## src/rtl/fetch_pkg.sv

```systemverilog
// Shared types for the fetch front end: FSM state encoding and instruction-queue entry.
// Latency: n/a (types and constants only).
// Backpressure: n/a.
package fetch_pkg;

    localparam int unsigned FETCH_XLEN = 32;

    typedef enum logic [1:0] {
        IDLE = 2'd0,   // no request outstanding
        REQ  = 2'd1,   // request outstanding, response will be queued
        DROP = 2'd2    // request outstanding, response belongs to a flushed path
    } fetch_state_t;

    typedef struct packed {
        logic [FETCH_XLEN-1:0] pc;
        logic [FETCH_XLEN-1:0] instr;
    } iq_entry_t;

endpackage

```

## src/rtl/fetch_queue.sv

```systemverilog
// In-order circular instruction queue (push/pop/flush), head exposed combinationally.
// Latency: a push at edge N is visible at the head after edge N.
// Backpressure: none internally; the producer reserves space before issuing, flush wins over push/pop.
// Ports: flush/push/push_dat/pop in; head_vld/head_dat/count out.
module fetch_queue
    import fetch_pkg::*;
#(
    parameter int unsigned DEPTH   = 8,
    parameter type         entry_t = iq_entry_t,
    localparam int unsigned AW     = $clog2(DEPTH)
) (
    input  logic        clk,
    input  logic        rst_n,
    input  logic        flush,
    input  logic        push,
    input  entry_t      push_dat,
    input  logic        pop,
    output logic        head_vld,
    output entry_t      head_dat,
    output logic [AW:0] count
);

    localparam logic [AW:0] FULL = (AW+1)'(DEPTH);

    logic [AW-1:0] rd_ptr_q, rd_ptr_d;
    logic [AW-1:0] wr_ptr_q, wr_ptr_d;
    logic [AW:0]   count_q, count_d;
    entry_t        mem_q [DEPTH];

    logic pop_ok;
    logic push_ok;

    // A pop on an empty queue is ignored; a push at full is only taken
    // together with a legal pop so an entry is never overwritten.
    assign pop_ok  = pop && (count_q != '0);
    assign push_ok = push && ((count_q != FULL) || pop_ok);

    always_comb begin
        rd_ptr_d = rd_ptr_q;
        wr_ptr_d = wr_ptr_q;
        count_d  = count_q;
        if (flush) begin
            rd_ptr_d = '0;
            wr_ptr_d = '0;
            count_d  = '0;
        end else begin
            // DEPTH is a power of two, so pointer overflow is the wrap.
            if (pop_ok)  rd_ptr_d = rd_ptr_q + AW'(1);
            if (push_ok) wr_ptr_d = wr_ptr_q + AW'(1);
            case ({push_ok, pop_ok})
                2'b10:   count_d = count_q + (AW+1)'(1);
                2'b01:   count_d = count_q - (AW+1)'(1);
                default: count_d = count_q;
            endcase
        end
    end

    always_ff @(posedge clk or negedge rst_n) begin
        if (!rst_n) begin
            rd_ptr_q <= '0;
            wr_ptr_q <= '0;
            count_q  <= '0;
        end else begin
            rd_ptr_q <= rd_ptr_d;
            wr_ptr_q <= wr_ptr_d;
            count_q  <= count_d;
        end
    end

    always_ff @(posedge clk or negedge rst_n) begin
        if (!rst_n) begin
            for (int i = 0; i < DEPTH; i++) mem_q[i] <= '0;
        end else if (push_ok && !flush) begin
            mem_q[wr_ptr_q] <= push_dat;
        end
    end

    assign head_vld = (count_q != '0);
    assign head_dat = mem_q[rd_ptr_q];
    assign count    = count_q;

endmodule

```

## src/rtl/fetch_ctrl.sv

```systemverilog
// Fetch sequencer: owns the fetch PC, issues one request at a time, queues {pc, instr} for decode.
// Latency: request issued the cycle after reset release; fetch_rdy at edge N is at iq head after edge N.
// Backpressure: no request is issued unless the queue has a free slot (counting this cycle's pop).
// Ports: redirect/redirect_pc in; fetch_req/fetch_addr out, fetch_rdy/fetch_data in;
//        iq_valid/iq_instr/iq_pc/iq_count out, iq_deq in.
module fetch_ctrl
    import fetch_pkg::*;
#(
    parameter int unsigned       WIDTH    = 32,
    parameter int unsigned       DEPTH    = 8,
    parameter logic [WIDTH-1:0]  RESET_PC = WIDTH'(32'h0000_0060)
) (
    input  logic                     clk,
    input  logic                     rst_n,
    input  logic                     redirect,
    input  logic [WIDTH-1:0]         redirect_pc,
    output logic                     fetch_req,
    output logic [WIDTH-1:0]         fetch_addr,
    input  logic                     fetch_rdy,
    input  logic [WIDTH-1:0]         fetch_data,
    output logic                     iq_valid,
    output logic [WIDTH-1:0]         iq_instr,
    output logic [WIDTH-1:0]         iq_pc,
    input  logic                     iq_deq,
    output logic [$clog2(DEPTH):0]   iq_count
);

    localparam int unsigned CW = $clog2(DEPTH) + 1;

    // Same layout as iq_entry_t, but sized by this instance's WIDTH.
    typedef struct packed {
        logic [WIDTH-1:0] pc;
        logic [WIDTH-1:0] instr;
    } entry_t;

    fetch_state_t     state_q, state_d;
    logic [WIDTH-1:0] pc_q, pc_d;
    logic             fetch_req_q, fetch_req_d;

    logic             q_push;
    logic             q_pop;
    entry_t           q_push_dat;
    entry_t           q_head;
    logic [CW-1:0]    q_count;
    logic [CW-1:0]    cnt_after_pop;
    logic             room_now;
    logic             room_after_push;

    assign q_pop         = iq_deq && iq_valid;
    assign cnt_after_pop = q_count - CW'(q_pop);
    assign room_now        = cnt_after_pop < CW'(DEPTH);
    // Next request may only issue if the entry landing now still leaves a slot.
    assign room_after_push = cnt_after_pop < CW'(DEPTH - 1);

    assign q_push     = (state_q == REQ) && fetch_rdy && !redirect;
    assign q_push_dat = '{pc: pc_q, instr: fetch_data};

    always_comb begin
        state_d = state_q;
        pc_d    = pc_q;
        if (redirect) begin
            pc_d = redirect_pc;
            // An outstanding request that has not returned yet must have its
            // response swallowed; otherwise the new target is fetched directly.
            case (state_q)
                REQ, DROP: state_d = fetch_rdy ? REQ : DROP;
                default:   state_d = REQ;
            endcase
        end else begin
            case (state_q)
                IDLE: if (room_now) state_d = REQ;
                REQ: begin
                    if (fetch_rdy) begin
                        pc_d    = pc_q + WIDTH'(4);
                        state_d = room_after_push ? REQ : IDLE;
                    end
                end
                DROP: if (fetch_rdy) state_d = REQ;
                default: state_d = IDLE;
            endcase
        end
    end

    assign fetch_req_d = (state_d != IDLE);

    always_ff @(posedge clk or negedge rst_n) begin
        if (!rst_n) begin
            state_q     <= IDLE;
            pc_q        <= RESET_PC;
            fetch_req_q <= 1'b0;
        end else begin
            state_q     <= state_d;
            pc_q        <= pc_d;
            fetch_req_q <= fetch_req_d;
        end
    end

    fetch_queue #(
        .DEPTH   (DEPTH),
        .entry_t (entry_t)
    ) u_queue (
        .clk      (clk),
        .rst_n    (rst_n),
        .flush    (redirect),
        .push     (q_push),
        .push_dat (q_push_dat),
        .pop      (q_pop),
        .head_vld (iq_valid),
        .head_dat (q_head),
        .count    (q_count)
    );

    assign fetch_req  = fetch_req_q;
    assign fetch_addr = pc_q;
    assign iq_instr   = q_head.instr;
    assign iq_pc      = q_head.pc;
    assign iq_count   = q_count;

endmodule

```

## config.mk

```make
export PLATFORM = sky130hd
export DESIGN_NAME = fetch_ctrl
export DESIGN_NICKNAME = d
export VERILOG_FILES = /design/src/rtl/fetch_pkg.sv /design/src/rtl/fetch_queue.sv /design/src/rtl/fetch_ctrl.sv
export SDC_FILE = /design/constraint.sdc
export NUM_CORES = 1
export LEC_CHECK = 0
export CORE_UTILIZATION = 30
export CTS_CLUSTER_DIAMETER = 80
export CTS_CLUSTER_SIZE = 25
export DETAILED_ROUTE_END_ITERATION = 8
export PLACE_DENSITY = 0.57
export SKIP_LAST_GASP = 1
export SLEW_MARGIN = 20
export SYNTH_ARGS = -nofsm -noshare
export SYNTH_HDL_FRONTEND = slang
export SYNTH_SLANG_ARGS = --single-unit
```

## constraint.sdc

```tcl
create_clock -name clk -period 5.2 [get_ports clk]
set_input_delay 0.52 -clock clk [delete_from_list [all_inputs] [get_ports clk]]
set_output_delay 0.52 -clock clk [all_outputs]
set_load 0.01 [all_outputs]
```

# After elaboration in Yosys (flattened, before gate mapping)
# Cells that the tools add are included.
# op_classes
mux,23
n_bitwise,2
n_div,0
eq_ne,5
add_sub_neg,6
magnitude_cmp,5
mul,0
reduce_logical,19
shift,0
# ops
operator,n
512-bit bitwise mux,1
64-bit binary-select mux with 3-bit select,1
64-bit demux with 3-bit select,1
64-bit two-way mux,3
32-bit two-way mux,3
32-bit by 3-bit adder with 32-bit output (second input constant),1
2-bit two-way mux,6
3-bit two-way mux,4
2-bit nonzero test,5
4-bit greater-or-equal comparator (second input constant),2
3-bit inverter with 4-bit output,2
4-bit case mux with 2 select lines,1
1-bit logical AND,7
3-bit by 1-bit adder with 3-bit output (second input constant),2
2-bit case mux with 3 select lines,1
4-bit by 1-bit adder with 4-bit output (second input constant),1
2-bit by 1-bit == test with 1-bit output (second input constant),2
2-bit == test (second input constant),2
4-bit by 1-bit < comparator with 1-bit output (second input constant),1
4-bit by 3-bit < comparator with 1-bit output (second input constant),1
4-bit < comparator (second input constant),1
4-bit two-way mux,1
4-bit inequality test (second input constant),1
4-bit nonzero test,1
9 further kinds,9
# word_totals
latchBits,0
output_inout_bits,102
n_memories,0
ramBits,0
wordCells,82
romBits,0
inputBits,69
reg_bits,557

# Logic depth before layout (Yosys ltp)
# logic_depth
depth_word,9
depth_mapped,11
ltp_nobuf,9

# Cells and area by module
# From an unflattened synthesis, not the netlist that was laid out.
# unflattened
hier_cells,1602
hier_area_um2,26565.5
# by_module_without_submodules
mod,cells_per_inst,area_per_inst_um2,instances,seq_area_each_um2
fetch_queue,1378,24499.7,1,13062.5
fetch_ctrl,224,2065.7,1,878.3

# Worst setup path after synthesis
# Ideal clock, no wire load.
# synth_path
path_type,flip-flop to flip-flop
start,register state_q[1]
end,"register u_queue.count_q[3], in the netlist u_queue.count[3]"
path_slack_ns,2.529
setup_ns,0.088
t_arrival_ns,2.582
period_less_slack_ns,2.671
required_time_ns,5.112
stages_incl_launch_ff,12
n_path_buf,2
path_cell_list,dfrtp_1 > inv_1 > ha_1 > buf_4 > nand2_1 > buf_1 > o21a_1 > ha_1 > a21oi_1 > nand2_1 > or4_1 > a41oi_1
# synth_between
elab_chain_len,7
elab_cells_between_ends,9
cone_classes,eq/ne (3); mux (2); reduce/logical (4)
# synth_rtl
item,line_no,text
start: declaration,fetch_ctrl.sv:36,"fetch_state_t state_q, state_d;"
start signal: assignment,fetch_ctrl.sv:92,state_q <= state_d;
2-bit by 1-bit == test with 1-bit output *,fetch_ctrl.sv:55,assign q_push = (state_q == REQ) && fetch_rdy && !redirect;
1-bit logical AND * (2 in a row),fetch_ctrl.sv:55,
1-bit logical AND *,fetch_queue.sv:36,assign push_ok = push && ((count_q != FULL) || pop_ok);
2-bit by 1-bit == test with 1-bit output / 2-bit == test (equally long branches),fetch_queue.sv:50,"case ({push_ok, pop_ok})"
4-bit case mux with 2 select lines,fetch_queue.sv:50,
4-bit two-way mux,fetch_queue.sv:42,if (flush) begin
end signal: assignment,fetch_queue.sv:66,count_q <= count_d;
end: declaration,fetch_queue.sv:27,"logic [AW:0] count_q, count_d;"
# Mark *: on every way between the ends. The rest lies on a longest branch, timed or not.
# A chain may end at the register's enable or synchronous reset.

# Worst setup path after layout
# layout_path
start,register u_queue.rd_ptr_q[0]
end,output iq_pc[2]
# layout_between
elab_chain_len,4
# layout_rtl
item,line_no,text
start: declaration,fetch_queue.sv:25,"logic [AW-1:0] rd_ptr_q, rd_ptr_d;"
start signal: assignment,fetch_queue.sv:64,rd_ptr_q <= rd_ptr_d;
3-bit inverter with 4-bit output (not written as such),fetch_queue.sv:79,assign head_dat = mem_q[rd_ptr_q];
64-bit binary-select mux with 3-bit select,fetch_queue.sv:79,
64-bit two-way mux (not written as such) (2 in a row),fetch_queue.sv:79,
end: declaration,fetch_ctrl.sv:23,"output logic [WIDTH-1:0] iq_pc,"
# Every way passes these cells. The select of a mux whose other input is x is not followed.

==> reports/qor.tcl <==
set qor(cap_violations) 0
set qor(via_per_inst) 5.00
set qor(cp-startpoint) {u_queue.rd_ptr_q[0]$_DFFE_PN0P_}
set qor(worst_path_arrival_ps) 3400
set qor(core-area_um2) 85100
set qor(cts-htree-levels) 2
set qor(layout.nets) 1848
set qor(synthesis.nets) 1745
set qor(top_routing_layer_in_use) {met5}
set qor(total_number_of_vias) 14700
set qor(cts_root_buffer) {clkbuf_16}
set qor(via_count_of_the_first_global_routing_pass) 16000
set qor(grt_overflow) 0
set qor(post_cts.resized_instances) 0
set qor(insertedDiodeCount) 0
set qor(violations) {negative hold slack}
set qor(whs_ps) -26.2
set qor(synth.avg_cell_area_um2) 15.5
set qor(synth_seq_cells) 557
set qor(synth-edff-count) 0
set qor(cts.sink_count) 557
set qor(flow.area_growth_from_synthesis_pct) 15.6
set qor(layout-drive-gt1-share_pct) 45.7
set qor(rsz_0062_raised_after_global_routing) {false}
set qor(layout.cells.most_common_list) {mux2_2 (576), dfrtp_1 (552), clkdlybuf4s50_1 (168)}
set qor(static-leakage-power_nw) 13.2
set qor(floorplan.initialDensity_pct) 30.3
set qor(cts_max_path_buffers) 3
set qor(dieHeight_um) 295
set qor(report.final.slew_viol_count) 0
set qor(post-route-drc-count) 0
set qor(transition_time_at_the_pin_with_the_least_slew_margin_ps) 988
set qor(mostFrequentLayoutCell) {mux2_2}
set qor(clock_tree_from_tritoncts) {built}
set qor(p_per_area_nw_per_um2) 444
set qor(track_usage_pct) 14.8
set qor(clkLatencyLatePin_ps) 580
set qor(worst-path-max-fanout) 33
set qor(clk_pin_slew_worst_paths_ps) 100
set qor(synthesis.area_um2) 25800
set qor(finalClockSkew_ps) 48.4
set qor(antenna_found_initial) 5
set qor(setup-violations-final) 0
set qor(slew_headroom_pct) 34.1
set qor(cp-endpoint) {iq_pc[2]}
set qor(yosysSeqAreaShare_pct) 54.1
set qor(postSynthCellCount) 1664
set qor(ant_nets) 0
set qor(share_of_synthesized_registers_carrying_an_async_set_or_reset_pct) 100
set qor(path_cells) {buf_4 > mux4_2 > mux2_2 > clkdlybuf4s50_1}
set qor(place_congestion) 0.741
set qor(worst-r2r-cell-count) 7
set qor(worst_r2r_startpoint) {state_q[1]$_DFF_PN0_}
set qor(path_delay_family) {buffers and inverters}
set qor(initial_drc_count) 793
set qor(drt-met1-wl_mm) 29.8
set qor(post-cts-setup-buffers) 0
set qor(wirelength_mm) 63.9
set qor(cts.hold.buffers_added) 0
set qor(wire_length_of_the_first_global_routing_pass_mm) 99.4
set qor(io_pins) 171
set qor(cell_with_the_largest_stage_delay_on_the_worst_path) {dfrtp_4}
set qor(min_path_type) {in -> async}
set qor(critical_path_class) {reg -> out}
set qor(crit-reg2reg-capture) {u_queue.mem_q[125]$_DFFE_PN0P_}
set qor(max_freq_ghz) 0.255
set qor(setup-tns-final_ps) 0
set qor(final-hold-violation-count) 15
set qor(drt_pre_antenna_iters) 5
set qor(dp.cells) 2875
set qor(detail_route.wl_per_cell_um) 21.8
set qor(synth_cell_types) 60
set qor(period_minus_slack_ps) 3920
set qor(startpoint_type) {flop}
set qor(floorplan.rows) 107
set qor(number_of_fillers_in_the_final_layout) 8222
set qor(total_met2_wirelength_after_detailed_routing_mm) 30.4
set qor(worstPathRequired_ps) 4680
set qor(cts_buffers) 34
set qor(cp-end-kind) {primary output}
set qor(final-instance-count-excl-fill) 2935
set qor(hpwlAfterDp_mm) 39.1
set qor(critPathMaxStageDelay_ps) 940
set qor(cp.depth) 4
set qor(synthesis.yosys.warnings) 0
set qor(maximum_number_of_pins_on_one_net_before_global_route_repair) 161
set qor(final.period_utilization_pct) 75.5
set qor(wl_met3_mm) 2.44
set qor(multiInputGateArea_um2) 11100
set qor(dieWidth_um) 295
set qor(regArea_um2) 14000
set qor(run_status) {complete, but fails checks}
set qor(setup.reg_to_reg.worst_slack_ps) 1750
set qor(synth_ff_type) {dfrtp_1}
set qor(numPortBuffers) 170
set qor(irDropWorstVdd_uv) 281
set qor(floorplan.die_area_um2) 87100
set qor(critical_path.n_buffers_inverters) 2
==> where the power goes <==
| part | internal [mW] | switching [mW] | total [mW] |
|---|---|---|---|
| clock | 1.43 | 1.65 | 3.08 |
| sequential | 5.14 | 0.646 | 5.78 |
| combinational | 2.60 | 1.77 | 4.38 |
==> per-layer routing <==
metal	track usage (%)	up-vias
met5	0	-
li1	-	6405
met1	20.6	7941
met4	3.56	10
met3	2.56	77
met2	24.1	240
==> per-stage QoR <==
step,power (mW),area (um^2),utilization (%),setup slack (ps)
after global placement,10.2,28600,33.6,1560
final,13.2,29800,35.0,1280
after CTS,13.5,29800,35.0,1140
after global routing,14.0,29800,35.0,1050
after floorplan,8.40,25800,-,2530
after detailed placement,10.3,28600,33.6,1450
==> cells in the mapped netlist, types with 3 or more instances <==
library cell / count / share of area [%]
nor4_1: 6 / 0.15
mux2_1: 4 / 0.17
nand4_1: 10 / 0.24
a21oi_1: 5 / 0.097
nor3b_1: 3 / 0.087
nor3_1: 3 / 0.058
or4_1: 14 / 0.41
ha_1: 11 / 0.53
inv_1: 15 / 0.22
mux2i_1: 5 / 0.19
nand2_1: 38 / 0.55
o211ai_1: 4 / 0.12
nand3_1: 16 / 0.31
dfrtp_1: 555 / 54
buf_1: 13 / 0.19
mux2_2: 576 / 25
o21ai_0: 16 / 0.31
clkbuf_1: 55 / 0.80
mux4_2: 128 / 11
a31oi_1: 13 / 0.32
or2_2: 3 / 0.073
buf_6: 9 / 0.39
nand3b_1: 3 / 0.087
buf_2: 38 / 0.74
buf_4: 19 / 0.55
nor2_1: 28 / 0.41
nand2b_1: 4 / 0.097
and4_1: 4 / 0.14
o31ai_1: 10 / 0.29
xor2_1: 6 / 0.20
xnor2_1: 12 / 0.41
==> worst min-delay path by stage <==
stage / from / slack, ps / endpoint / cells past startpoint
2_1_floorplan: rst_n / 220 / fetch_addr[0]$_DFFE_PN0P_ / 0
3_3_place_gp: u_queue.mem_q[456]$_DFFE_PN0P_ / 460 / u_queue.mem_q[456]$_DFFE_PN0P_ / 1
3_5_place_dp: u_queue.mem_q[456]$_DFFE_PN0P_ / 480 / u_queue.mem_q[456]$_DFFE_PN0P_ / 1
4_1_cts: rst_n / 50 / u_queue.mem_q[394]$_DFFE_PN0P_ / 1
5_1_grt: rst_n / 40 / u_queue.mem_q[125]$_DFFE_PN0P_ / 1
6_report: rst_n / -30 / u_queue.mem_q[123]$_DFFE_PN0P_ / 1
==> cell families after synthesis <==
family / synth area share (%)
flops: 54.1
simple gates: 3.14
mux: 36.7
compound gates: 1.88
buf+inv: 2.93
fa+ha+maj: 0.612
xor+xnor: 0.612
==> cell type report <==
type                    count  share of cell area, %
repair buffers            202                   6.81
inverters                  16                  0.202
clock inverters            18                  0.882
flip-flops and latches    557                   46.8
clock buffers              42                   3.16
well taps                1144                   4.81
multi-input cells         956                   37.3
==> flip-flops by register name, summed over array words and instances, names as in the netlist <==
signal / cells
fetch_addr: 32
u_queue.rd_ptr_q: 3
fetch_req: 1
u_queue.wr_ptr_q: 3
u_queue.count: 4
state_q: 2
u_queue.mem_q: 512
Power figures use the tool's default switching activity.
